===== src/rtl/cam_pkg.sv =====
// Shared definitions for the camera pixel packer: FSM state encoding,
// buffer geometry, status-word bit positions and two small helpers used
// by the packer datapath.
package cam_pkg;

  typedef enum logic [1:0] {
    ST_IDLE    = 2'd0,  // waiting for a frame start
    ST_CAPTURE = 2'd1,  // packing bytes into words and pushing them
    ST_FULL    = 2'd2   // buffer full, bytes only flag overflow
  } cam_state_e;

  localparam int unsigned BYTES_PER_WORD = 4;
  localparam int unsigned BUF_WORDS      = 2048;

  // Status word layout: {ovf, busy, 2'b0, wcnt[11:0], frame_cnt[15:0]}
  localparam int unsigned STAT_OVF_BIT   = 31;
  localparam int unsigned STAT_BUSY_BIT  = 30;
  localparam int unsigned STAT_WCNT_LSB  = 16;
  localparam int unsigned STAT_WCNT_W    = 12;
  localparam int unsigned STAT_FCNT_W    = 16;

  function automatic logic [31:0] pack_status(
    input logic                   ovf,
    input logic                   busy,
    input logic [STAT_WCNT_W-1:0] wcnt,
    input logic [STAT_FCNT_W-1:0] fcnt
  );
    logic [31:0] s;
    s = '0;
    s[STAT_OVF_BIT]                     = ovf;
    s[STAT_BUSY_BIT]                    = busy;
    s[STAT_WCNT_LSB +: STAT_WCNT_W]     = wcnt;
    s[STAT_FCNT_W-1:0]                  = fcnt;
    return s;
  endfunction

  // Byte lane (lane 0 = bits [7:0]) taken by the idx-th byte of a word.
  function automatic logic [1:0] byte_lane(input logic [1:0] idx, input logic msb_first);
    return msb_first ? (2'(BYTES_PER_WORD - 1) - idx) : idx;
  endfunction

endpackage


===== src/rtl/cam_edge_sync.sv =====
// Oversampling front end for the parallel camera bus.
// All camera inputs (PCLK, VSYNC, HREF, data) travel together through a
// STAGES-deep synchronizer, then one alignment flop. Edge flags for PCLK
// and VSYNC are registered so they line up with the aligned bus outputs.
//
// Ports:
//   clk, rst          system clock, synchronous active-high reset
//   pclk_i, vsync_i,  raw asynchronous camera inputs
//   href_i, dat_i
//   pclk_rise_o       one-cycle pulse on a synchronized PCLK rising edge
//   vs_rise_o/fall_o  one-cycle pulses on synchronized VSYNC edges
//   vs_o, href_o,     synchronized levels / data aligned with the pulses
//   dat_o
module cam_edge_sync #(
  parameter int unsigned STAGES = 2,
  parameter int unsigned DW     = 8
) (
  input  logic          clk,
  input  logic          rst,
  input  logic          pclk_i,
  input  logic          vsync_i,
  input  logic          href_i,
  input  logic [DW-1:0] dat_i,
  output logic          pclk_rise_o,
  output logic          vs_rise_o,
  output logic          vs_fall_o,
  output logic          vs_o,
  output logic          href_o,
  output logic [DW-1:0] dat_o
);

  localparam int unsigned W        = DW + 3;
  localparam int unsigned PCLK_BIT = W - 1;
  localparam int unsigned VS_BIT   = W - 2;
  localparam int unsigned HREF_BIT = W - 3;

  logic [W-1:0] sync_q [STAGES];
  logic [W-1:0] sync_d [STAGES];
  logic [W-1:0] align_q, align_d;
  logic         pclk_rise_q, pclk_rise_d;
  logic         vs_rise_q, vs_rise_d;
  logic         vs_fall_q, vs_fall_d;

  // NOTE: every signal assigned in an always_comb gets a value on every
  // path (here unconditionally); a missed path would infer a latch.
  always_comb begin
    sync_d[0] = {pclk_i, vsync_i, href_i, dat_i};
    for (int i = 1; i < STAGES; i++) begin
      sync_d[i] = sync_q[i-1];
    end
    align_d = sync_q[STAGES-1];
    // Compare the last sync stage against the aligned copy: the pulse is
    // registered in the same edge that moves the new level into align_q,
    // so the flags and the aligned bus describe the same sample.
    pclk_rise_d = sync_q[STAGES-1][PCLK_BIT] & ~align_q[PCLK_BIT];
    vs_rise_d   = sync_q[STAGES-1][VS_BIT]   & ~align_q[VS_BIT];
    vs_fall_d   = ~sync_q[STAGES-1][VS_BIT]  &  align_q[VS_BIT];
  end

  // NOTE: sequential state uses non-blocking assignments so all flops
  // update from pre-edge values, independent of statement order.
  always_ff @(posedge clk) begin
    if (rst) begin
      for (int i = 0; i < STAGES; i++) begin
        sync_q[i] <= '0;
      end
      align_q     <= '0;
      pclk_rise_q <= 1'b0;
      vs_rise_q   <= 1'b0;
      vs_fall_q   <= 1'b0;
    end else begin
      sync_q      <= sync_d;
      align_q     <= align_d;
      pclk_rise_q <= pclk_rise_d;
      vs_rise_q   <= vs_rise_d;
      vs_fall_q   <= vs_fall_d;
    end
  end

  assign pclk_rise_o = pclk_rise_q;
  assign vs_rise_o   = vs_rise_q;
  assign vs_fall_o   = vs_fall_q;
  assign vs_o        = align_q[VS_BIT];
  assign href_o      = align_q[HREF_BIT];
  assign dat_o       = align_q[DW-1:0];

endmodule


===== src/rtl/cam_pixel_packer.sv =====
// Camera front-end stage: qualifies camera bytes by frame/line valid,
// packs four bytes per word and pushes each word into the 2048-word frame
// buffer (address bits [10:9] select the bank). Partial words at frame end
// are flushed zero-padded. Frame count, fill level, busy and a sticky
// overflow flag are exported as a status word.
//
// Ports:
//   WBs_CLK_i, WBs_RST_i   clock, synchronous active-high reset
//   PCLKI, VSYNCI, HREFI,  raw camera bus, oversampled in WBs_CLK_i
//   CAM_D_i
//   cap_en_i               capture enable, looked at on frame start only
//   clr_i                  pulse: clear fill count and overflow
//   push_o, push_addr_o,   single-cycle buffer write with held addr/data
//   push_dat_o
//   frame_done_o           pulse at the end of each captured frame
//   status_o               {ovf, busy, 2'b0, wcnt[11:0], frame_cnt[15:0]}
module cam_pixel_packer
  import cam_pkg::*;
#(
  parameter int unsigned DATAWIDTH   = 32,
  parameter int unsigned ADDRWIDTH   = 11,
  parameter int unsigned SYNC_STAGES = 2,
  parameter bit          MSB_FIRST   = 1'b1
) (
  input  logic                 WBs_CLK_i,
  input  logic                 WBs_RST_i,
  input  logic                 PCLKI,
  input  logic                 VSYNCI,
  input  logic                 HREFI,
  input  logic [7:0]           CAM_D_i,
  input  logic                 cap_en_i,
  input  logic                 clr_i,
  output logic                 push_o,
  output logic [ADDRWIDTH-1:0] push_addr_o,
  output logic [DATAWIDTH-1:0] push_dat_o,
  output logic                 frame_done_o,
  output logic [31:0]          status_o
);

  localparam logic [ADDRWIDTH:0] WCNT_MAX = (ADDRWIDTH + 1)'(BUF_WORDS);
  localparam logic [1:0]         LAST_IDX = 2'(BYTES_PER_WORD - 1);

  logic       pclk_rise, vs_rise, vs_fall, vs_s, href_s;
  logic [7:0] cam_dat_s;
  logic       byte_ok;
  logic [1:0] lane;
  logic       busy;

  cam_state_e           state_q, state_d;
  logic [1:0]           byte_idx_q, byte_idx_d;
  logic [DATAWIDTH-1:0] word_q, word_d;
  logic [ADDRWIDTH:0]   wcnt_q, wcnt_d;
  logic                 ovf_q, ovf_d;
  logic [15:0]          fcnt_q, fcnt_d;
  logic                 push_q, push_d;
  logic [ADDRWIDTH-1:0] addr_q, addr_d;
  logic [DATAWIDTH-1:0] dat_q, dat_d;
  logic                 done_q, done_d;

  cam_edge_sync #(
    .STAGES (SYNC_STAGES),
    .DW     (8)
  ) u_sync (
    .clk         (WBs_CLK_i),
    .rst         (WBs_RST_i),
    .pclk_i      (PCLKI),
    .vsync_i     (VSYNCI),
    .href_i      (HREFI),
    .dat_i       (CAM_D_i),
    .pclk_rise_o (pclk_rise),
    .vs_rise_o   (vs_rise),
    .vs_fall_o   (vs_fall),
    .vs_o        (vs_s),
    .href_o      (href_s),
    .dat_o       (cam_dat_s)
  );

  assign byte_ok = pclk_rise & vs_s & href_s;
  assign lane    = byte_lane(byte_idx_q, MSB_FIRST);
  assign busy    = (state_q != ST_IDLE);

  always_comb begin
    state_d    = state_q;
    byte_idx_d = byte_idx_q;
    word_d     = word_q;
    wcnt_d     = wcnt_q;
    ovf_d      = ovf_q;
    fcnt_d     = fcnt_q;
    push_d     = 1'b0;
    addr_d     = addr_q;
    dat_d      = dat_q;
    done_d     = 1'b0;

    unique case (state_q)
      ST_IDLE: begin
        if (vs_rise && cap_en_i) begin
          // A frame that starts with the buffer already full goes straight
          // to FULL so its bytes are flagged instead of pushed.
          state_d    = (wcnt_q == WCNT_MAX) ? ST_FULL : ST_CAPTURE;
          byte_idx_d = '0;
        end
      end

      ST_CAPTURE: begin
        if (byte_ok) begin
          // The first byte of a word clears the other lanes, so a later
          // flush carries zeros in every lane not yet written.
          if (byte_idx_q == '0) begin
            word_d = '0;
          end
          word_d[8*lane +: 8] = cam_dat_s;
          if (byte_idx_q == LAST_IDX) begin
            push_d     = 1'b1;
            addr_d     = wcnt_q[ADDRWIDTH-1:0];
            dat_d      = word_d;
            wcnt_d     = wcnt_q + 1'b1;
            byte_idx_d = '0;
            if (wcnt_d == WCNT_MAX) begin
              state_d = ST_FULL;
            end
          end else begin
            byte_idx_d = byte_idx_q + 2'd1;
          end
        end else if (vs_fall) begin
          if (byte_idx_q != '0) begin
            push_d = 1'b1;
            addr_d = wcnt_q[ADDRWIDTH-1:0];
            dat_d  = word_q;
            wcnt_d = wcnt_q + 1'b1;
          end
          byte_idx_d = '0;
          done_d     = 1'b1;
          fcnt_d     = fcnt_q + 16'd1;
          state_d    = ST_IDLE;
        end
      end

      ST_FULL: begin
        if (byte_ok) begin
          ovf_d = 1'b1;
        end else if (vs_fall) begin
          byte_idx_d = '0;
          done_d     = 1'b1;
          fcnt_d     = fcnt_q + 16'd1;
          state_d    = ST_IDLE;
        end
      end

      default: state_d = ST_IDLE;
    endcase

    // Clear wins over any increment above, but a push decided this cycle
    // still goes out with the address it already latched. Inside a frame
    // the partial word is dropped and packing restarts on a word boundary.
    if (clr_i) begin
      wcnt_d = '0;
      ovf_d  = 1'b0;
      if (state_d != ST_IDLE) begin
        byte_idx_d = '0;
        state_d    = ST_CAPTURE;
      end
    end
  end

  always_ff @(posedge WBs_CLK_i) begin
    if (WBs_RST_i) begin
      state_q    <= ST_IDLE;
      byte_idx_q <= '0;
      word_q     <= '0;
      wcnt_q     <= '0;
      ovf_q      <= 1'b0;
      fcnt_q     <= '0;
      push_q     <= 1'b0;
      addr_q     <= '0;
      dat_q      <= '0;
      done_q     <= 1'b0;
    end else begin
      state_q    <= state_d;
      byte_idx_q <= byte_idx_d;
      word_q     <= word_d;
      wcnt_q     <= wcnt_d;
      ovf_q      <= ovf_d;
      fcnt_q     <= fcnt_d;
      push_q     <= push_d;
      addr_q     <= addr_d;
      dat_q      <= dat_d;
      done_q     <= done_d;
    end
  end

  assign push_o       = push_q;
  assign push_addr_o  = addr_q;
  assign push_dat_o   = dat_q;
  assign frame_done_o = done_q;
  assign status_o     = pack_status(ovf_q, busy, STAT_WCNT_W'(wcnt_q), fcnt_q);

endmodule

===== config.mk =====
export PLATFORM = sky130hd
export DESIGN_NAME = cam_pixel_packer
export DESIGN_NICKNAME = d
export VERILOG_FILES = /design/src/rtl/cam_pkg.sv /design/src/rtl/cam_edge_sync.sv /design/src/rtl/cam_pixel_packer.sv
export SDC_FILE = /design/constraint.sdc
export NUM_CORES = 1
export LEC_CHECK = 0
export ABC_AREA = 0
export CAP_MARGIN = 20
export CELL_PAD_IN_SITES_DETAIL_PLACEMENT = 1
export CELL_PAD_IN_SITES_GLOBAL_PLACEMENT = 2
export CORE_MARGIN = 2
export CORE_UTILIZATION = 35
export CTS_CLUSTER_SIZE = 40
export DETAILED_ROUTE_END_ITERATION = 8
export PLACE_DENSITY_LB_ADDON = 0.2
export SYNTH_ARGS = -nofsm -noshare
export SYNTH_HDL_FRONTEND = slang
export SYNTH_SLANG_ARGS = --single-unit

===== constraint.sdc =====
create_clock -name WBs_CLK_i -period 3.3 [get_ports WBs_CLK_i]
set_input_delay 0.66 -clock WBs_CLK_i [delete_from_list [all_inputs] [get_ports WBs_CLK_i]]
set_output_delay 0.66 -clock WBs_CLK_i [all_outputs]
set_load 0.01 [all_outputs]

==> results of run 1 <==
Yosys cell counts, drive strengths merged, types with 12 or more instances:
master / instances
clkbuf: 27
nor2: 111
buf: 25
nor2b: 38
a21oi: 24
a221oi: 32
nand2: 37
nand4: 14
xor2: 17
a22oi: 33
ha: 13
dfxtp: 146
o21ai: 12
nor3: 36
worst reg2reg max path, cell delays in order, from the launching register on:
cell      delay [ns]
dfxtp_1         0.50
inv_1           0.14
ha_1            0.32
o31a_1          0.39
nand2b_1        0.19
buf_4           0.29
or3_1           0.43
xor2_1          0.14
nor2_1          0.05
metal layers:
metal	vias up	wire (um)	global-route usage, %	share of wire [%]
li1	2351	-	-	-
met1	2356	6897	21.88	45
met2	106	7673	30.48	50
met3	12	604	4.215	3.9
met4	0	127	7.109	0.83
met5	-	0	0	0
registers in the layout, summed over array words and instances, names as in the netlist, 2 cells and up:
| signal | count |
|---|---|
| word_q | 32 |
| u_sync.align_q | 11 |
| state_q | 2 |
| push_addr_o | 11 |
| u_sync.align_d | 11 |
| push_dat_o | 32 |
| byte_idx_q | 2 |
| fcnt_q | 16 |
| u_sync.sync_d | 11 |
| wcnt_q | 12 |
where the power goes:
| group | internal (mW) | switching [mW] |
|---|---|---|
| Combinational | 0.0288 | 0.0387 |
| Clock | 1.27 | 0.733 |
| Sequential | 1.78 | 0.0127 |
| Total | 3.08 | 0.785 |
layout make-up:
| cell class | instances | share of cell area [%] |
|---|---|---|
| Clock buffer | 20 | 5.911 |
| Clock inverter | 12 | 2.456 |
| Inverter | 11 | 0.5589 |
| Multi-Input combinational cell | 435 | 35.18 |
| Sequential cell | 146 | 39.57 |
| Tap cell | 220 | 3.726 |
| Timing Repair Buffer | 93 | 12.60 |
worst paths after layout:
kind / from / end / slack (ns) / cells past startpoint
setup / recovery: byte_idx_q[0]$_SDFF_PP0_ / wcnt_q[5]$_SDFFE_PP0P_ / 0.74 / 8
hold / removal: u_sync.align_q[10]$_SDFF_PP0_ / u_sync.pclk_rise_o$_SDFF_PP0_ / 0.40 / 1
setup reg to reg: byte_idx_q[0]$_SDFF_PP0_ / wcnt_q[5]$_SDFFE_PP0P_ / 0.74 / 8
hold reg to reg: u_sync.align_q[10]$_SDFF_PP0_ / u_sync.pclk_rise_o$_SDFF_PP0_ / 0.40 / 1
per-stage QoR:
step,setup slack [ns],hold WS [ns],instance area [sq um],utilization [%]
after CTS,0.7114,0.4071,7387,45.19
after global routing,0.5380,0.4152,7387,45.19
after global placement,0.7645,0.3718,6769,41.41
final,0.7356,0.4004,7387,45.19
after floorplan,1.123,0.3674,5791,-
after detailed placement,0.6678,0.4031,6769,41.41
cells by family (layout without fill, tap and decap cells):
group / Yosys count / after routing / synth area share, %
xor gates and xnor gates: 27 / 27 / 4.086
buffers and inverters: 63 / 136 / 4.778
other: 1 / 2 / 0.06480
muxes: 2 / 2 / 0.3460
DFF: 146 / 146 / 50.51
adders and majority gates: 13 / 13 / 2.811
and+or+nand+nor: 276 / 276 / 23.18
AOI/OAI and AO/OA: 115 / 115 / 14.23
==> metrics.yaml, run 1 <==
placement:
  dp.cells: 905
  dp_hpwl_um: 10600
  gp_congestion: 0.7863
  io_buffers: 89
clock_network:
  clk_pin_slew_worst_paths_ns: 0.06
  cts_tree: "yes"
  worstSkewPairLatency_ns: 0.42
  cts_resized: 0
  htreeDepth: 4
  clock_sinks: 146
  cts_hold_buffers: 0
  cts_max_path_buffers: 2
  numCtsBuffers: 17
  cts_root_buf: "clkbuf_16"
  cts_setup_buffers: 0
sta:
  period_share_pct: 77.71
  post-route-min-period_ns: 2.564
  tightest_slew_ns: 0.8180
  timing_hold_violations_final: 0
  skew_ns: 0.005238
  setup_viol: 0
  rsz0062_at_grt: "false"
  tns_ns: 0
  max_freq_ghz: 0.3900
  slew_viol_final: 0
  slew_headroom_pct: 45.10
floorplan:
  num_io_pins: 92
  initial_core_util_pct: 35.40
  die_y_um: 132.6
  num_rows: 47
  core_sq_mm: 0.01635
  die_w_um: 132.6
  dieArea_sq_mm: 0.01758
yosys:
  synth_seq_area_share_pct: 50.51
  synth.top_cell.area_share_pct: 50.51
  synth_area_per_cell_sq_um: 9.000
  ys_dominant_reg_cell: "dfxtp_1"
  netlist_instances: 643
  synth_area_leaders: "dfxtp_1 51%, nor2_1 7.2%, a221oi_1 4.8%"
  synth_top_cell_by_area: "dfxtp_1"
  yosys_warnings: 0
  ys_ff_latch: 146
  synth-edff-count: 0
  synth_area_sq_mm: 0.005787
  synth_cell_type_count: 45
  async_flop_share_pct: 0
grt:
  grt_usage_pct: 17.91
  grt_pass1_vias: 4964
  antenna_found_initial: 0
  grt_pass1_wl_um: 25180
  grt_max_degree: 48
  overflow: 0
layout:
  regArea_sq_mm: 0.002923
  layout_common_cells: "146 x dfxtp_1, 111 x nor2_1, 88 x clkdlybuf4s50_1, 37 x nand2_1, 37 x nor2b_1"
  nFillCells: 1918
  finalNonFillerCells: 937
  drive_above_1_share_pct: 5.300
  n_antenna_cell: 0
  multi_input_area_sq_mm: 0.002599
  syn_to_final_growth_pct: 27.65
  layout.nets: 732
  final_common_cell: "dfxtp_1"
worst_setup_path:
  cp_cell_sequence: "inv_1, ha_1, o31a_1, nand2b_1, buf_4, or3_1, xor2_1, nor2_1"
  cp_max_fo: 45
  critPathBufInv: 2
  required_ns: 3.60
  endpoint_kind: "register"
  cp_slowest_cell: "dfxtp_1"
  path_delay_family: "simple AND/OR/NAND/NOR gates"
  worstSetupPathType: "register to register"
  setup.worst_path.start_class: "register"
  cpPeakStageDelay_ns: 0.50
  crit_arrival_ns: 2.86
power_and_ir_drop:
  peakVddDrop_uv: 335.8
  powerDensity_mw_per_mm2: 522.8
  fin_total_pwr_mw: 3.862
  leakage_nw: 2.539
run:
  cap_violations: 0
detailed_routing:
  totalWireLength_um: 15300
  drc_errors: 0
  wl_per_cell_um: 16.33
  dr_total_vias: 4825
  first_iter_violations: 173
  dr.pass1.iters: 4
  avgViaCountPerCell: 5.149
  final_antenna_net_count: 0
min_path:
  hp-class: "register to register"
outcome:
  status: "finished, final reports clean"
Power figures use the tool's default switching activity.
==> run 2, diff against run 1 <==
CORE_UTILIZATION = 29   (was 35)
clock period = 2.1 ns   (was 3.3 ns; I/O delays follow)
==> metrics.yaml, run 2 (synthesis gave the netlist of run 1 again) <==
clock_network:
  clock_sinks: 146  # unchanged
  cts_tree: "yes"
  cts_root_buf: "clkbuf_16"
  htreeDepth: 4  # unchanged
  cts_max_path_buffers: 2  # unchanged
  numCtsBuffers: 17  # unchanged
  worstSkewPairLatency_ns: 0.42  # about the same
  clk_pin_slew_worst_paths_ns: 0.06  # about the same
power_and_ir_drop:
  peakVddDrop_uv: 488.5  # +45%
  leakage_nw: 2.829  # +11%
  powerDensity_mw_per_mm2: 782.3  # +50%
worst_setup_path:
  r2r_end: "push_dat_o[11]$_SDFFE_PP0P_"
  cpPeakStageDelay_ns: 0.53  # +0.03 ns
  endpoint_kind: "output port"
  crit_arrival_ns: 1.59  # -1.27 ns
  required_ns: 1.68  # -1.92 ns
  cp_cell_sequence: "buf_4, clkdlybuf4s50_1"
  reg2regPathDepth: 7  # -1
  setup.worst_path.start_class: "register"
  cp_max_fo: 6  # -87%
  crit-reg2reg-launch: "byte_idx_q[1]$_SDFF_PP0_"
  rrSetupSlack_ns: 0.14  # -0.60 ns
  worstSetupPathType: "register to output port"
  cp_slowest_cell: "clkdlybuf4s50_1"
sta:
  timing_hold_violations_final: 0  # unchanged
  slew_viol_final: 0  # unchanged
  rsz0062_at_grt: "true"
  max_freq_ghz: 0.4971
  worst_slack_ns: 0.08842  # -0.6472 ns
  tightest_slew_ns: 0.7050  # -0.1130 ns
  post-route-min-period_ns: 2.012
  setup_viol: 0  # unchanged
  slew_headroom_pct: 52.69  # +7.6 points
  tns_ns: 0  # unchanged
  period_share_pct: 95.79
  skew_ns: 0.007804  # +0.002566 ns
placement:
  placed_area_sq_mm: 0.007142  # +5.5%
  dp_hpwl_um: 10850  # +2.4%
  dp.cells: 992  # +9.6%
  io_buffers: 89  # unchanged
  gp_congestion: 0.7447  # -5.3%
  place_ws_ns: -0.08237  # -0.7501 ns
layout:
  final_common_cell: "dfxtp_1"
  n_antenna_cell: 0  # unchanged
  drive_above_1_share_pct: 13.80  # +8.5 points
  nFillCells: 2257  # +18%
  layout.nets: 776  # +6.0%
  finalNonFillerCells: 1026  # +9.5%
  postLayoutCellArea_sq_mm: 0.007881  # +6.7%
  syn_to_final_growth_pct: 36.19
  layout_common_cells: "134 x dfxtp_1, 111 x nor2_1, 87 x clkdlybuf4s50_1, 47 x buf_4"
detailed_routing:
  totalWireLength_um: 15550  # +1.6%
  avgViaCountPerCell: 4.847  # -5.9%
  drc_errors: 0  # unchanged
  wl_per_cell_um: 15.15  # -7.2%
  dr.pass1.iters: 4  # unchanged
  final_antenna_net_count: 0  # unchanged
  dr_total_vias: 4973  # +3.1%
  wl_met1_um: 7253  # +5.2%
  met3_length_um: 651  # +7.8%
  route.met2.wl_um: 7377  # -3.9%
  highest_layer: "met4"
  first_iter_violations: 214  # +24%
outcome:
  status: "finished, final reports clean"
grt:
  grt_pass1_vias: 5106  # +2.9%
  grt_usage_pct: 14.91  # -3.0 points
  grt_pass1_wl_um: 25630  # +1.8%
  overflow: 0  # unchanged
  antenna_found_initial: 0  # unchanged
  grt_max_degree: 42  # -13%
floorplan:
  die_w_um: 145.3  # +9.6%
  die_y_um: 145.3  # +9.6%
  initial_core_util_pct: 29.64  # -5.8 points
  num_rows: 51  # +8.5%
  num_io_pins: 92  # unchanged
  core_sq_mm: 0.01953  # +19%
  dieArea_sq_mm: 0.02110  # +20%
min_path:
  hp-class: "register to register"
  hp-start: "u_sync.align_q[10]$_SDFF_PP0_"
  min_to: "u_sync.pclk_rise_o$_SDFF_PP0_"
  hold_depth: 1  # unchanged
run:
  cap_violations: 0  # unchanged
==> run 2: cell count changes in the layout (fill, tap and decap cells not counted), sizes merged <==
cell,before,now
buf,5,49
inv,13,15
clkbuf,20,18
dlygate4sd2,0,1
clkdlybuf4s50,88,87
==> run 2: area by class of cell <==
class / count / area, sq um / area share [%]
Clock buffer: 18 / 429.2 / 5.445
Clock inverter: 14 / 202.7 / 2.572
Inverter: 11 / 41.29 / 0.5239
Multi-Input combinational cell: 435 / 2666 / 33.83
Sequential cell: 146 / 2938 / 37.28
Tap cell: 265 / 331.6 / 4.207
Timing Repair Buffer: 137 / 1272 / 16.15
==> run 2: repair_timing <==
item | 4_1_cts | 5_1_grt
resized for setup | 3 | 20
setup endpoints to repair | 1 | 15
hold buffers | 0 | 0
setup buffers | 0 | 2
==> run 2: worst max-delay path: cells and delay by family (launching register included) <==
family | cells | cell delay [ns]
DFF | 1 | 0.44
buffers and inverters | 2 | 0.72
==> run 2: per-stage QoR <==
stage | hold WS [ns] | power [mW] | util [%]
5_1_grt | 0.4180 | 6.394 | 40.36
6_report | 0.3955 | 6.166 | 40.36
3_5_place_dp | 0.3917 | 2.991 | 36.58
3_3_place_gp | 0.3717 | 2.987 | 36.58
2_1_floorplan | 0.3674 | 2.939 | -
4_1_cts | 0.4013 | 6.280 | 39.82
==> run 2: how the worst max path moves through the flow <==
stage,from,end,slack [ns],cells past startpoint
floorplan,byte_idx_q[0]$_SDFF_PP0_,push_dat_o[0]$_SDFFE_PP0P_,0.04,9
global placement,cap_en_i,state_q[0]$_SDFF_PP0_,-0.09,8
detailed placement,cap_en_i,state_q[0]$_SDFF_PP0_,-0.08,8
CTS,wcnt_q[3]$_SDFFE_PP0P_,state_q[0]$_SDFF_PP0_,0.01,8
global route,wcnt_q[0]$_SDFFE_PP0P_,state_q[0]$_SDFF_PP0_,-0.01,9
finish,wcnt_q[6]$_SDFFE_PP0P_,status_o[22],0.09,2
==> run 2: power breakdown <==
| group | leakage [nW] | switching [mW] | internal, mW |
|---|---|---|---|
| combinational | 1.35 | 0.0608 | 0.0483 |
| sequential | 1.19 | 0.0195 | 2.80 |
| clock | 0.294 | 1.24 | 2.01 |
==> run 2: per-layer routing <==
metal,vias to the layer above,track usage [%]
li1,2453,-
met1,2401,18.94
met2,97,24.34
met3,22,3.522
met4,0,6.127
met5,-,0
